File: src/rtl/prog_loader_pkg.sv
// Shared types and sizes for the program-memory loader.
package prog_loader_pkg;

    localparam int ADDR_W    = 6;
    localparam int CNT_W     = 7;
    localparam int MEM_DEPTH = 64;
    localparam int DATA_W    = 8;

    typedef enum logic [1:0] {
        IDLE   = 2'd0,
        LOAD   = 2'd1,
        CHECK  = 2'd2,
        FINISH = 2'd3
    } state_t;

endpackage

File: src/rtl/prog_loader_cksum.sv
// 8-bit running-sum accumulator used to validate the trailing checksum byte.
module prog_loader_cksum #(
    parameter int W = 8
) (
    input  logic         clk,
    input  logic         rst_n,
    input  logic         clear,
    input  logic         add,
    input  logic [W-1:0] din,
    output logic         zero_with
);

    logic [W-1:0] sum;

    always_ff @(posedge clk or negedge rst_n) begin
        if (!rst_n) begin
            sum <= '0;
        end else if (clear) begin
            sum <= '0;
        end else if (add) begin
            sum <= sum + din;
        end
    end

    // True when adding din to the running sum would give zero modulo 2^W.
    assign zero_with = ((sum + din) == '0);

endmodule

File: src/rtl/prog_loader.sv
// Write-side loader for the 64x8 program memory: streams bytes to consecutive
// addresses. Define PROG_LOADER_CKSUM_EN to consume and verify a trailing checksum byte.
module prog_loader #(
    parameter int DEPTH  = 64,
    parameter int DATA_W = 8
) (
    input  logic              clk,
    input  logic              rst_n,
    input  logic              start,
    input  logic [5:0]        base,
    input  logic [6:0]        len,
    input  logic              in_valid,
    input  logic [DATA_W-1:0] in_data,
    output logic              in_ready,
    output logic [7:0]        mem_add,
    output logic [DATA_W-1:0] mem_data,
    output logic              mem_we,
    output logic              busy,
    output logic              done,
    output logic              err
);

    import prog_loader_pkg::*;

    state_t            state;
    state_t            state_nx;
    logic [ADDR_W-1:0] addr;
    logic [CNT_W-1:0]  remain;
    logic [CNT_W-1:0]  len_eff;
    logic              start_acc;
    logic              accept;
    logic              data_acc;

    assign len_eff   = (len > CNT_W'(DEPTH)) ? CNT_W'(DEPTH) : len;
    assign start_acc = (state == IDLE) && start;
    assign accept    = in_valid && in_ready;
    assign data_acc  = accept && (state == LOAD);

    always_ff @(posedge clk or negedge rst_n) begin
        if (!rst_n) begin
            state <= IDLE;
        end else begin
            state <= state_nx;
        end
    end

    always_comb begin
        state_nx = state;
        in_ready = 1'b0;
        busy     = 1'b1;
        done     = 1'b0;
        case (state)
            IDLE: begin
                busy = 1'b0;
                if (start) begin
                    state_nx = (len_eff == '0) ? FINISH : LOAD;
                end
            end
            LOAD: begin
                in_ready = (remain != '0);
                if (in_valid && in_ready && (remain == CNT_W'(1))) begin
`ifdef PROG_LOADER_CKSUM_EN
                    state_nx = CHECK;
`else
                    state_nx = FINISH;
`endif
                end
            end
`ifdef PROG_LOADER_CKSUM_EN
            CHECK: begin
                in_ready = 1'b1;
                if (in_valid) begin
                    state_nx = FINISH;
                end
            end
`endif
            FINISH: begin
                done     = 1'b1;
                state_nx = IDLE;
            end
            default: begin
                state_nx = IDLE;
            end
        endcase
    end

    // Write port is registered: the byte accepted on an edge is presented the cycle after.
    always_ff @(posedge clk or negedge rst_n) begin
        if (!rst_n) begin
            addr     <= '0;
            remain   <= '0;
            mem_we   <= 1'b0;
            mem_add  <= '0;
            mem_data <= '0;
        end else begin
            mem_we <= data_acc;
            if (start_acc) begin
                addr   <= base;
                remain <= len_eff;
            end else if (data_acc) begin
                addr     <= addr + ADDR_W'(1);
                remain   <= remain - CNT_W'(1);
                mem_add  <= {{(8-ADDR_W){1'b0}}, addr};
                mem_data <= in_data;
            end
        end
    end

`ifdef PROG_LOADER_CKSUM_EN
    logic ck_zero;
    logic err_q;

    prog_loader_cksum #(
        .W (DATA_W)
    ) u_cksum (
        .clk       (clk),
        .rst_n     (rst_n),
        .clear     (start_acc),
        .add       (data_acc),
        .din       (in_data),
        .zero_with (ck_zero)
    );

    always_ff @(posedge clk or negedge rst_n) begin
        if (!rst_n) begin
            err_q <= 1'b0;
        end else if (start_acc) begin
            err_q <= 1'b0;
        end else if ((state == CHECK) && accept) begin
            err_q <= !ck_zero;
        end
    end

    assign err = err_q;
`else
    assign err = 1'b0;
`endif

endmodule

File: config.mk
export PLATFORM = sky130hd
export DESIGN_NAME = prog_loader
export DESIGN_NICKNAME = d
export VERILOG_FILES = /design/src/rtl/prog_loader_pkg.sv /design/src/rtl/prog_loader_cksum.sv /design/src/rtl/prog_loader.sv
export SDC_FILE = /design/constraint.sdc
export NUM_CORES = 1
export LEC_CHECK = 0
export ABC_AREA = 1
export CORE_MARGIN = 1.5
export CORE_UTILIZATION = 62
export DETAILED_ROUTE_END_ITERATION = 7
export DONT_BUFFER_PORTS = 1
export PLACE_DENSITY = 0.75
export RECOVER_POWER = 50
export SKIP_LAST_GASP = 1
export SYNTH_ARGS = -nofsm -noshare
export SYNTH_HDL_FRONTEND = slang
export SYNTH_HIERARCHICAL = 1
export SYNTH_SLANG_ARGS = --single-unit
File: constraint.sdc
create_clock -name clk -period 1.6 [get_ports clk]
set_input_delay 0.24 -clock clk [delete_from_list [all_inputs] [get_ports clk]]
set_output_delay 0.24 -clock clk [all_outputs]
set_load 0.01 [all_outputs]
==> results of run 1 <==
-- flip-flops by register name (all words and copies together), names as in the netlist --
name	flops
addr	6
mem_add	6
mem_data	8
mem_we	1
remain	7
state	2
-- final timing paths --
kind	startpoint	to	slack [ns]
worst min register to register	state[1]	state[0]	0.52
worst max register to register	remain[1]	mem_data[3]	0.13
worst min-delay path	in_data[5]	mem_data[5]	0.02
worst max-delay path	remain[4]	in_ready	0.07
max in group asynchronous	rst_n	state[0]	0.62
min in group asynchronous	rst_n	remain[4]	0.51
-- final cells by class --
type,instances,area [um^2]
Fill cell,207,686
Clock buffer,6,51.3
Multi-Input combinational cell,171,811
Inverter,17,63.8
Timing Repair Buffer,15,115
Sequential cell,30,751
Clock inverter,1,30.0
Tap cell,30,37.5
-- critical path, stage by stage (launching register included) --
cell	delay, ns
dfrtp_1	0.46
nor2_2	0.18
nand2_1	0.10
nor2_2	0.14
nor2_2	0.07
-- layout by cell type (no fill, tap or decap), types with 4 or more instances in the layout --
cell      netlist  routed
buf_4           5      12
clkbuf_4        0       5
dfrtp_1        30      30
ha_1            4       4
inv_1          15      14
nand2_1        98      98
nand3_1        28      28
nor2_1         12       9
nor2_2          2       5
o21ai_1         4       4
-- metrics by stage --
step | power (mW) | instance area [um^2] | worst slack [ns] | hold slack (ns) | utilization (%)
after floorplan | 2.50 | 1710 | 0.234 | -0.0556 | -
after global placement | 2.69 | 1690 | 0.144 | -0.0550 | 66.5
after detailed placement | 2.78 | 1690 | 0.0542 | -0.0550 | 66.5
after CTS | 3.43 | 1810 | 0.0201 | 0.0178 | 71.0
after global routing | 3.82 | 1860 | 0.0117 | 0.00481 | 73.1
final | 3.53 | 1860 | 0.0720 | 0.0212 | 73.1
-- layer usage --
metal / routed length [um] / GRT usage (%) / vias up
li1: - / - / 733
met1: 1520 / 27.9 / 693
met2: 1760 / 42.0 / 45
met3: 206 / 9.13 / 5
met4: 27 / 5.92 / 0
met5: 0 / 0 / -
-- cell families after synthesis --
logic type               count (synthesis)  share of synthesized area, %
other                                    1                         0.220
AO/OA/AOI/OAI                            8                          2.35
XOR/XNOR                                 4                          2.06
buffers and inverters                   28                          9.12
AND/OR/NAND/NOR                        152                          39.2
flip-flops                              30                          44.1
adder cells (fa/ha/maj)                  4                          2.94
-- power by group through the flow --
| stage | logic [mW] | registers [mW] | clock network [mW] |
|---|---|---|---|
| after floorplan | 1.12 | 1.37 | 0 |
| after global placement | 1.26 | 1.44 | 0 |
| after detailed placement | 1.33 | 1.45 | 0 |
| after CTS | 1.37 | 1.43 | 0.633 |
| after global routing | 1.68 | 1.47 | 0.677 |
| final | 1.48 | 1.43 | 0.623 |
-- repair_timing --
item,in CTS,in global routing
hold endpoints to repair,30,1
pin swaps,0,2
resized for setup,1,3
hold buffers,2,1
setup buffers,0,7
setup endpoints to repair,1,24
==> results summary, run 1 <==
By count the netlist is led by 98 x nand2_1, 30 x dfrtp_1, 28 x nand3_1, 15 x inv_1, 12 x nor2_1. The static leakage came out at between 1 and 1.5 nW. Dividing the detail-routed via count by the number of cells gives 5.47. The antenna cell count is 0.

The power per cell area came out at 1900 nW/um^2. The estimated wirelength of the detail-placed design came out at 2.49 mm. The die area came out at 3070 um^2. Counting I/O delays and the setup requirement, the final critical path takes 1.53 ns.

Along the worst path, the maximum fanout reaches 5. The number of antenna violations at the first check in global routing is 0. The number of hold-slack violations in the final timing report is 0. The x dimension of the die is 55.4 um. Global routing finished with a remaining overflow of 0. The area growth from synthesis to final layout came out at 9.26%.

The worst setup path is launched from a flip-flop. The remaining design rule violation count is 0. The final sum of negative setup slack came out at 0 ns. By area the synthesized netlist is led by dfrtp_1 44%, nand2_1 22%, nand3_1 8.2%. The number of buffers on the longest clock path is 2.

The type of element capturing the critical path is a primary output. The post-synthesis area per instance is approximately 7.5 um^2. The final instance count without filler cells came out at 270. The flow ran to the end, and the final reports show no timing, DRC or antenna violations. Dividing the detail-routed wire length by the instance count gives 13.0 um. In the synthesized netlist, the number of instances is 227. The part of the cycle the worst path needs came out at 95.5%. CTS placed an instance of clkbuf_4 at the clock tree root. The worst slew margin relative to its limit is a little over half. The transition time at the pin with the least slew margin is 0.708 ns.

The routability congestion estimate came out at ~0.85. The total track usage came out at 24.1%. The register share of total power came out at approximately two fifths. Across the run, the number of max-cap violations was 0. The final count of negative-setup-slack endpoints came out at 0.

Yosys mapped the design onto 25 distinct sky130hd cell types. The number of buffers created by CTS came out at 5. The Yosys step of the flow raised 6 warnings. The number of cells on the worst reg-to-reg path is 9. Entering global routing, the biggest net connects 31 pins. The proportion of power drawn by combinational gates came out at 41.9%. The final clock skew came out at 0.0180 ns. The synthesized design devotes to its leading area cell type 44.1% of total area.

TritonCTS built the clock tree. The number of routed nets with antenna violations is 0. The predominant post-synthesis flop cell is dfrtp_1. At the end of the flow, the number of nets in the layout was 269. The first global-routing pass estimated 5.81 mm of wire. The final wirelength came out at 3.51 mm. The proportion of layout cells with a drive suffix above 1 came out at between 10% and 20%. The relative contribution of the clock network to total power is 17.6%.

The async set-reset flop share out of synthesis came out at 100%. The first detailed-routing pass ran for 4 iterations. For this configuration, the core starts out at a cell density of 66.9%. The insertion delay of the later-clocked pin in the worst-skew pair came out at 0.34 ns. The count of buffers from port buffering came out at 0.

The count of vias placed by the detailed router came out at 1476. The critical path required time is 1.36 ns. IR analysis of the VDD net gives a maximum drop of between 0.001 and 0.0015 V. The number of storage elements in the synthesis netlist came out at 30.

CTS built an H-tree with a depth of 2. Summing the sequential cell areas from Yosys gives 44.1% of the chip area. After floorplanning, the core was divided into 18 placement rows. Clock-pin slew was measured on the worst setup and hold paths at 0.10 ns.

The cell total after placement came out at 253. The fraction of power spent switching nets is 42.3%. For the worst setup path, the data arrival time is 1.29 ns.

The number of synthesized flops with an enable pin came out at 0. The via count of the first global-routing pass was 1409. Setup repair after global routing left no endpoint under its margin. The worst hold path was traced through 2 stages.

The min-delay analysis places its worst path in the category input pin to flip-flop. In this run the power spent charging and discharging nets is 1.49 mW. The number of sinks driven by the clock tree is 30.

The region available for standard cell placement spans approximately 2500 um^2. The first-iteration detailed-routing DRC count came out at 43. The start-to-end type of the worst setup path is flip-flop to primary output. The internal portion of the total power is 2.04 mW. The maximum frequency from static timing analysis is 654 MHz. The total I/O pin count came out at 46. The mapped cell area is 1700 um^2. The count of pins over their slew limit came out at 0.

By instance count, the leading cell after synthesis is nand2_1. The die boundary height is 55.4 um. The biggest area contributor in the post-synthesis netlist is dfrtp_1.
No activity file was read; power rests on OpenSTA's default activity.
==> run 2: changes to the inputs <==
Settings changed: CORE_MARGIN 1.5 to unset, HOLD_SLACK_MARGIN set to 0.15.
==> run 2 against run 1 <==
Via count grew 6.8%. First-iteration DRC count rose by 51%. Sequential share of layout area down 3.5 points. Setup slack lost 0.019 ns. Count of clock-buffer cells in the layout is the same. Register-to-register slack got worse by 0.07 ns. Global-route usage is 5.1 points higher. Flip-flop and latch count is the same. Critical endpoint unchanged. Largest power group unchanged.
==> results summary, run 2 (synthesized netlist as in run 1, its figures left out) <==
The number of stages on the worst setup path was 5 (was 4). The dominant delay contributor by cell family on the critical path is flip-flops (was simple AND/OR/NAND/NOR gates). The number of buffers created by CTS is 5 (unchanged).

The wire length of the first global-routing pass is 6.10 mm (was 5.81 mm). The area of the core region came out at 2540 um^2 (unchanged). The detailed route wirelength on metal3 came out at 249 um (was 206 um). The type of element capturing the critical path is a primary output (unchanged).

The maximum frequency from static timing analysis is 646 MHz (was 654 MHz). The kind of path behind the tightest hold check is input pin to flip-flop (unchanged). The part of the cycle the worst path needs is 96.7% (was 95.5%).

The cell at the slowest stage of the critical path is dfrtp_1 (unchanged). The power after layout was 3.46 mW (was 3.53 mW). The count of buffers from port buffering came to 0 (unchanged). The remaining design rule violation count is 0 (unchanged).

The first-pass iteration count of the detailed router came out at 4 (unchanged). The number of buffers on the longest clock path is 2 (unchanged). The critical-path maximum fanout came to 4 (was 5). The clock tree from TritonCTS is yes (unchanged). The final clock skew is 0.0194 ns (was 0.0180 ns). The largest net degree at the start of global routing is 31 (unchanged).

The count of buffering cells on the critical path with inverters included is 1 (was 0). The number of flip-flops under the largest register name was 8 (unchanged). The count of max-cap constraint violations is 0 (unchanged). The count of vias placed by the detailed router is 1576 (was 1476). The data arrival time at the worst-slack endpoint is 1.31 ns (was 1.29 ns). The routability congestion estimate was 0.908 (was 0.850). The via count of the first global-routing pass is 1510 (was 1409). The number of sinks driven by the clock tree is 30 (unchanged). The estimated wirelength of the detail-placed design came out at 2.41 mm (was 2.49 mm).

The worst slew margin relative to its limit came to 50.6% (was 52.8%). The die boundary height is 54.4 um (was 55.4 um). The post-detailed-route via-to-cell ratio came out at 5.42 (was 5.47). The maximum single-stage delay on the critical path came out at 0.41 ns (was 0.46 ns). The die area came to 2960 um^2 (was 3070 um^2).

The most common library cell in the layout ignoring fill and taps is nand2_1 (unchanged). Critical path cell sequence: inv_2 -> ha_1 -> nand2_2 -> nor2_1 -> nor2_2 (was nor2_2 -> nand2_1 -> nor2_2 -> nor2_2). The power per cell area is 1700 nW/um^2 (was 1900 nW/um^2).

Result of the run: finished, final reports clean (unchanged). The H-tree depth came out at 2 (unchanged). The final wirelength came out at 4.05 mm (was 3.51 mm).

The static leakage came out at 1.10 nW (was 1.02 nW). The start-to-end type of the worst setup path is flip-flop to primary output (unchanged). The amount of wire on met2 after detailed routing came out at 2.06 mm (was 1.76 mm). The proportion of layout cells with a drive suffix above 1 came out at 13.8% (was 14.2%). The maximum ir drop on the vdd rail is 0.00137 V (was 0.00141 V). The first-iteration detailed-routing DRC count came to 65 (was 43). The insertion delay of the later-clocked pin in the worst-skew pair came out at 0.33 ns (was 0.34 ns).

The total grt overflow is 0 (unchanged). The worst hold slack is 0.174 ns (was 0.0212 ns). The layout net count is 289 (was 269).

The final count of negative-setup-slack endpoints came out at 0 (unchanged). The largest register by flop count is mem_data (unchanged). The clock slew seen by the registers of the worst setup and hold paths came out at 0.10 ns (about the same). The critical path required time came to 1.36 ns (about the same). The antenna cell count is 0 (unchanged).

The total track usage came out at 29.3% (was 24.1%). The kind of start point of the critical path is a flip-flop (unchanged). The placement row count is 18 (unchanged). The highest metal layer with signal wires was met4 (unchanged).

Commonest cells after routing, fill and taps aside: 98 x nand2_1, 29 x dfrtp_1, 28 x nand3_1 (was 98 x nand2_1, 30 x dfrtp_1, 28 x nand3_1). The x dimension of the die is 54.4 um (was 55.4 um). Top flop regs: mem_data (8), remain (7) (unchanged). The transition time at the pin with the least slew margin was 0.741 ns (was 0.708 ns). The length in cells of the worst reg-to-reg path is 9 (unchanged).

The number of hold-slack violations in the final timing report came out at 0 (unchanged). The hold-critical path depth is 4 (was 2). The routed length on met1 is 1.70 mm (was 1.52 mm). The clock root buffer master is clkbuf_4 (unchanged). The count of pins over their slew limit was 0 (unchanged). The total I/O pin count came to 46 (unchanged). The routed length per instance was 13.9 um (was 13.0 um).

The area growth from synthesis to final layout is 19.8% (was 9.26%). The number of routed nets with antenna violations is 0 (unchanged). The minimum clock period came out at 1.55 ns (was 1.53 ns).

The initial core utilization came out at 66.9% (unchanged). The final sum of negative setup slack is 0 ns (unchanged). The number of antenna violations at the first check in global routing came out at 0 (unchanged).
-- run 2: changes by cell type in the layout (fill, tap and decap cells not counted), sizes merged --
cell / before / now
clkinvlp: 0 / 1
buf: 12 / 13
clkinv: 0 / 1
dlygate4sd3: 2 / 21
bufinv: 1 / 0
-- run 2: cell type report --
| cell class | count | area [um^2] |
|---|---|---|
| Multi-Input combinational cell | 171 | 808 |
| Sequential cell | 30 | 752 |
| Fill cell | 185 | 507 |
| Timing Repair Buffer | 35 | 313 |
| Inverter | 17 | 63.8 |
| Clock buffer | 6 | 51.3 |
| Tap cell | 30 | 37.5 |
| Clock inverter | 2 | 12.5 |
-- run 2: final timing paths --
path,slack [ns],from,end
worst max-delay path,0.05,remain[1],in_ready
worst min-delay path,0.17,len[3],remain[3]
worst max register to register,0.06,remain[1],mem_data[0]
worst min register to register,0.54,state[1],state[0]
max in group asynchronous,0.57,rst_n,remain[4]
min in group asynchronous,0.51,rst_n,remain[0]
-- run 2: where the power goes --
part	leakage, nW	switching [mW]	internal [mW]
Sequential	0.374	0.372	1.07
Combinational	0.688	0.896	0.632
Clock	0.0343	0.272	0.211
-- run 2: worst register-to-register path, delay by kind of cell, from the launching register on --
kind,cells,cell delay [ns]
simple gates,5,0.47
buf+inv,3,0.34
flops,1,0.41
fa+ha+maj,1,0.21
-- run 2: routing by layer --
metal | vias up | global-route usage (%)
met3 | 6 | 5.56
met2 | 68 | 53.9
li1 | 772 | -
met5 | - | 0
met1 | 730 | 32.9
met4 | 0 | 11.1
-- run 2: what timing repair did --
| item | 4_1_cts | 5_1_grt |
|---|---|---|
| endpoints found under the hold margin | 50 | 0 |
| resized for setup | 1 | 3 |
| pin swaps | 0 | 1 |
| hold buffers | 22 | 0 |
| endpoints found under the setup margin | 1 | 23 |
| buffers inserted | 0 | 7 |
-- run 2: through the flow --
stage / setup slack, ns / instances / utilization [%] / instance area, um^2
floorplan: 0.234 / 229 / - / 1710
global placement: 0.130 / 254 / 66.8 / 1700
detailed placement: 0.0585 / 254 / 66.8 / 1700
CTS: 0.0195 / 284 / 78.5 / 2000
global route: -0.0274 / 291 / 80.1 / 2040
finish: 0.0526 / 291 / 80.1 / 2040
